## src/rtl/rr_bank_port_arbiter.sv

```systemverilog
// ---------------------------------------------------------------------------
// rr_bank_port_arbiter
//
// Shares a banked, multi-ported scratch memory among NCONSUMERS requesters.
// Every (bank, port) pair is a scheduling kernel with its own rotating
// round-robin pivot. Each cycle every kernel picks at most one requester that
// targets its bank. Lower-numbered ports of a bank choose first, and later
// ports skip consumers already claimed. Decisions are registered, so grants
// and crossbar selects appear one cycle after the request is sampled.
//
// Ports:
//   clk             - clock
//   reset           - synchronous, active-high reset
//   en              - arbitration enable; low freezes pivots, clears grants
//   req_valid       - per-consumer request
//   req_bank        - target bank of consumer c in [c*BW +: BW]
//   grant           - registered per-consumer grant
//   grant_port      - port granted to consumer c in [c*PW +: PW], 0 if idle
//   kernel_valid    - kernel k (bank*NPORTS+port) drives its port
//   kernel_consumer - consumer served by kernel k in [k*CW +: CW], 0 if idle
// ---------------------------------------------------------------------------
module rr_bank_port_arbiter #(
  parameter int NCONSUMERS = 8,
  parameter int NBANKS     = 4,
  parameter int NPORTS     = 2,
  localparam int NKERNELS  = NBANKS * NPORTS,
  localparam int CW        = (NCONSUMERS > 1) ? $clog2(NCONSUMERS) : 1,
  localparam int BW        = (NBANKS > 1) ? $clog2(NBANKS) : 1,
  localparam int PW        = (NPORTS > 1) ? $clog2(NPORTS) : 1
) (
  input  logic                     clk,
  input  logic                     reset,
  input  logic                     en,
  input  logic [NCONSUMERS-1:0]    req_valid,
  input  logic [NCONSUMERS*BW-1:0] req_bank,
  output logic [NCONSUMERS-1:0]    grant,
  output logic [NCONSUMERS*PW-1:0] grant_port,
  output logic [NKERNELS-1:0]      kernel_valid,
  output logic [NKERNELS*CW-1:0]   kernel_consumer
);

  // One extra bit so pivot + offset can exceed NCONSUMERS before wrapping.
  localparam int SW = CW + 1;

  // Reset pivots stagger the ports of a bank by NBANKS so that ports of the
  // same bank start scanning from different consumers.
  function automatic logic [CW-1:0] reset_pivot(input int k);
    int v;
    v = ((k / NPORTS) + (k % NPORTS) * NBANKS) % NCONSUMERS;
    return v[CW-1:0];
  endfunction

  logic [CW-1:0]         rr_pivots_q       [NKERNELS];
  logic [CW-1:0]         rr_pivots_d       [NKERNELS];
  logic [NCONSUMERS-1:0] grant_q;
  logic [NCONSUMERS-1:0] grant_d;
  logic [PW-1:0]         grant_port_q      [NCONSUMERS];
  logic [PW-1:0]         grant_port_d      [NCONSUMERS];
  logic [NKERNELS-1:0]   kernel_valid_q;
  logic [NKERNELS-1:0]   kernel_valid_d;
  logic [CW-1:0]         kernel_consumer_q [NKERNELS];
  logic [CW-1:0]         kernel_consumer_d [NKERNELS];

  logic [BW-1:0]         bank_of [NCONSUMERS];
  logic [NCONSUMERS-1:0] claimed;
  logic                  found;
  logic [CW-1:0]         pick;
  logic [SW-1:0]         scan;
  logic [CW-1:0]         cand;

  // Unpack the flat bank bus so the scan can index it by consumer number.
  always_comb begin
    for (int c = 0; c < NCONSUMERS; c++) begin
      bank_of[c] = req_bank[c*BW +: BW];
    end
  end

  // Pivots advance by one per enabled cycle with an explicit wrap, so a
  // non-power-of-two consumer count still sweeps every consumer.
  always_comb begin
    for (int k = 0; k < NKERNELS; k++) begin
      rr_pivots_d[k] = rr_pivots_q[k];
      if (en) begin
        if (rr_pivots_q[k] == CW'(NCONSUMERS - 1)) begin
          rr_pivots_d[k] = '0;
        end else begin
          rr_pivots_d[k] = rr_pivots_q[k] + 1'b1;
        end
      end
    end
  end

  // Per-bank, per-port round-robin scan. Ports of a bank are visited in
  // ascending order and share the claimed mask, so no consumer is granted
  // twice. A consumer targets exactly one bank, so a single mask for all
  // banks is sufficient. Banks outside 0..NBANKS-1 never match any kernel.
  always_comb begin
    grant_d = '0;
    kernel_valid_d = '0;
    claimed = '0;
    found = 1'b0;
    pick = '0;
    scan = '0;
    cand = '0;
    for (int c = 0; c < NCONSUMERS; c++) begin
      grant_port_d[c] = '0;
    end
    for (int k = 0; k < NKERNELS; k++) begin
      kernel_consumer_d[k] = '0;
    end
    if (en) begin
      for (int b = 0; b < NBANKS; b++) begin
        for (int p = 0; p < NPORTS; p++) begin
          found = 1'b0;
          pick = '0;
          for (int i = 0; i < NCONSUMERS; i++) begin
            scan = {1'b0, rr_pivots_q[b*NPORTS + p]} + SW'(i);
            if (scan >= SW'(NCONSUMERS)) begin
              scan = scan - SW'(NCONSUMERS);
            end
            cand = scan[CW-1:0];
            if (!found && req_valid[cand] && !claimed[cand] &&
                (bank_of[cand] == BW'(b))) begin
              found = 1'b1;
              pick = cand;
            end
          end
          if (found) begin
            claimed[pick] = 1'b1;
            grant_d[pick] = 1'b1;
            grant_port_d[pick] = PW'(p);
            kernel_valid_d[b*NPORTS + p] = 1'b1;
            kernel_consumer_d[b*NPORTS + p] = pick;
          end
        end
      end
    end
  end

  // All state and outputs update together; reset wins over en and requests.
  always_ff @(posedge clk) begin
    if (reset) begin
      grant_q <= '0;
      kernel_valid_q <= '0;
      for (int c = 0; c < NCONSUMERS; c++) begin
        grant_port_q[c] <= '0;
      end
      for (int k = 0; k < NKERNELS; k++) begin
        rr_pivots_q[k] <= reset_pivot(k);
        kernel_consumer_q[k] <= '0;
      end
    end else begin
      grant_q <= grant_d;
      kernel_valid_q <= kernel_valid_d;
      for (int c = 0; c < NCONSUMERS; c++) begin
        grant_port_q[c] <= grant_port_d[c];
      end
      for (int k = 0; k < NKERNELS; k++) begin
        rr_pivots_q[k] <= rr_pivots_d[k];
        kernel_consumer_q[k] <= kernel_consumer_d[k];
      end
    end
  end

  // Pack registered arrays onto the flat output buses.
  always_comb begin
    grant = grant_q;
    kernel_valid = kernel_valid_q;
    grant_port = '0;
    kernel_consumer = '0;
    for (int c = 0; c < NCONSUMERS; c++) begin
      grant_port[c*PW +: PW] = grant_port_q[c];
    end
    for (int k = 0; k < NKERNELS; k++) begin
      kernel_consumer[k*CW +: CW] = kernel_consumer_q[k];
    end
  end

endmodule

```

## config.mk

```make
export PLATFORM = sky130hd
export DESIGN_NAME = rr_bank_port_arbiter
export DESIGN_NICKNAME = d
export VERILOG_FILES = /design/src/rtl/rr_bank_port_arbiter.sv
export SDC_FILE = /design/constraint.sdc
export NUM_CORES = 1
export LEC_CHECK = 0
export BUFFER_PORTS_ARGS = -buffer_cell sky130_fd_sc_hd__buf_2
export CAP_MARGIN = 20
export CELL_PAD_IN_SITES_DETAIL_PLACEMENT = 1
export CELL_PAD_IN_SITES_GLOBAL_PLACEMENT = 1
export CORE_MARGIN = 8
export CORE_UTILIZATION = 40
export CTS_CLUSTER_SIZE = 12
export DETAILED_ROUTE_END_ITERATION = 8
export PLACE_DENSITY = 0.79
export SLEW_MARGIN = 20
export SYNTH_ARGS = -nofsm -noshare
export SYNTH_HDL_FRONTEND = slang
export SYNTH_SLANG_ARGS = --single-unit
```

## constraint.sdc

```tcl
create_clock -name clk -period 21.5 [get_ports clk]
set_input_delay 1.075 -clock clk [delete_from_list [all_inputs] [get_ports clk]]
set_output_delay 1.075 -clock clk [all_outputs]
set_load 0.005 [all_outputs]
```

==> run metrics <==
status finished, final reports clean; clk sinks 72; clock power share 12.9%; initial antenna violation count 0; vias post-DR 16000; Initial Utilization 40.2%; Resized Gates After CTS 0; die width 199 µm; commonest non-fill, non-tap cell in the layout nand2_1; buffer depth of the longest clock path 2; Final period util 85.3%; Worst-Skew Late Latency 390 ps; Peak VDD IR 0.0496 mV; Root Driver clkbuf_16; met2 wire length 27000 µm; share of cells above drive strength 1 16.2%; slew margin rel. 22.4%; Core Area 33200 µm²; synth warn 0; Placer Congestion 1.03; final wirelength 59700 µm; wl on met1 24500 µm; DRC viols 0; Internal Pwr Total 594 µW; Final setup viols 0; DRT Pass-1 Iters 6; Gate power share 74.5%; fmax 0.0545 GHz; min Tclk post-route 18330 ps; max_cap viols 0; Post-Syn Area per Cell 7.46 µm²; Crit Path Category reg -> reg; H-tree Lvls 3; worst-path fanout max 21; flop and latch count out of synthesis 72; Worst-Margin Slew 1150 ps; Die H 199 µm; crit-path max cell delay 900 ps; reg2reg setup slack 3170 ps; Post-Route Utilization 42.9%; Critical Path AT 18640 ps; Post-CTS Setup Inserts 0; filler cell count 4226; RSZ-0062 raised after global routing no; Syn Inst Count 1790; Routed Antenna Nets 0; global-route wire length before repair 92100 µm; Via density 7.15; Final nets 1839; pin count of the biggest net entering global routing 40; std cell rows 67; top_reg_cell synth dfxtp_1; CP Data Required Time 21810 ps; # port buffers 74; net switching power 788 µW; setup ws final 3170 ps; Worst setup SP type flop; sequential fraction of the synthesis area 10.8%; sw frac 57.0%; Worst-path clk slew 70 ps; WL met3 5230 µm; Overall Global Routing Usage 29.5%; Die ar. 39500 µm²; worst-case clock skew 15.7 ps; syn nets 1849; leak pwr 5.39 nW; EDFF count, synth 0; wire per inst 26.7 µm; Iter 0 DRT Violations 1519; Reg power frac 12.6%; hold_buf cts 0; Power per Cell Area 96.9 nW/µm²; asr flop ratio synth 0%; Setup TNS 0 ps; Final HPWL DP 45300 µm; HP Class reg -> reg; TritonCTS Buffers 9; I/O pin count 75; Top Metal Used met4; Mapped Area 13300 µm²; CTS tree done; worst slack, placed 3470 ps; Area Growth Syn to Fin 6.80%; gr ovfl total 0; CP endpoint kind flop; Final Max Slew Viols 0; slowest CP cell a311oi_1; final hold violation count 0; Yosys cell types 131; most frequent cells in the layout 179 x nand2_1, 171 x nor2_1, 92 x a21oi_1; number of global-route vias before repair 15700
==> critical path: cells and delay by family, from the launching register on <==
kind                     cells  cell delay, ps
adder cells (fa/ha/maj)      1             750
AND/OR/NAND/NOR             14            5270
flip-flops                   1             310
AO/OA/AOI/OAI               26            9350
multiplexers                 4            1660
buffers and inverters        3             870
==> per-layer routing <==
| metal | vias up | GRT usage [%] |
|---|---|---|
| met5 | - | 0 |
| met4 | 0 | 15.6 |
| met3 | 199 | 4.92 |
| met2 | 884 | 46.9 |
| met1 | 7894 | 37.7 |
| li1 | 6996 | - |
==> cells by family after synthesis <==
| kind of cell | share of synthesized area, % |
|---|---|
| compound gates | 35.5 |
| simple gates | 28.6 |
| buf+inv | 5.62 |
| flops | 10.8 |
| fa+ha+maj | 3.00 |
| mux | 15.1 |
| xor+xnor | 1.31 |
==> final timing paths <==
check	start	to	cells after the start
setup / recovery	rr_pivots_q[0][0]	grant[5]	48
setup reg to reg	rr_pivots_q[0][0]	grant[5]	48
hold / removal	rr_pivots_q[0][1]	rr_pivots_q[0][1]	3
hold reg to reg	rr_pivots_q[0][1]	rr_pivots_q[0][1]	3
==> power by group through the flow <==
stage	sequential, mW	combinational (mW)	clock [mW]
floorplan	0.172	0.707	0
global placement	0.176	0.975	0
detailed placement	0.177	0.990	0
CTS	0.174	0.996	0.181
global route	0.177	1.09	0.185
finish	0.174	1.03	0.179
==> Yosys cell counts, drive strengths merged (30+ instances only) <==
cell type  instances  area [µm²]
mux4              47        1060
dfxtp             72        1440
and2              30         188
o211ai            48         374
nand2            181         684
inv               62         233
nand3             75         380
o21ai             96         499
buf               36         190
mux2i             65         667
nor3              52         302
clkbuf            76         285
a211oi            37         305
ha                32         400
a21oi             92         460
nor2             173         659
==> area by class of cell <==
type | count | area [µm²] | share of cell area, %
inverters | 73 | 275 | 1.93
clock buffers | 9 | 225 | 1.58
multi-input cells | 1533 | 11200 | 78.3
clock inverters | 7 | 96.3 | 0.676
flip-flops and latches | 72 | 1440 | 10.1
repair buffers | 91 | 498 | 3.49
well taps | 448 | 561 | 3.93
diodes | 1 | 2.50 | 0.0176
==> sequential cells by signal, indices dropped and copies added (netlist names) <==
signal and cells:
rr_pivots_q 24, grant_port_q 8, kernel_consumer_q 24, grant 8
kernel_valid 8
==> per-stage QoR <==
| stage | power (mW) | std cells | hold WS (ps) | cell area (µm²) |
|---|---|---|---|---|
| 2_1_floorplan | 0.880 | 1790 | 588 | 13300 |
| 3_3_place_gp | 1.15 | 2217 | 675 | 13900 |
| 3_5_place_dp | 1.17 | 2217 | 694 | 13900 |
| 4_1_cts | 1.35 | 2233 | 708 | 14300 |
| 5_1_grt | 1.45 | 2233 | 739 | 14300 |
| 6_report | 1.38 | 2234 | 697 | 14300 |
Note: power is estimated with default switching activity, not from simulation.
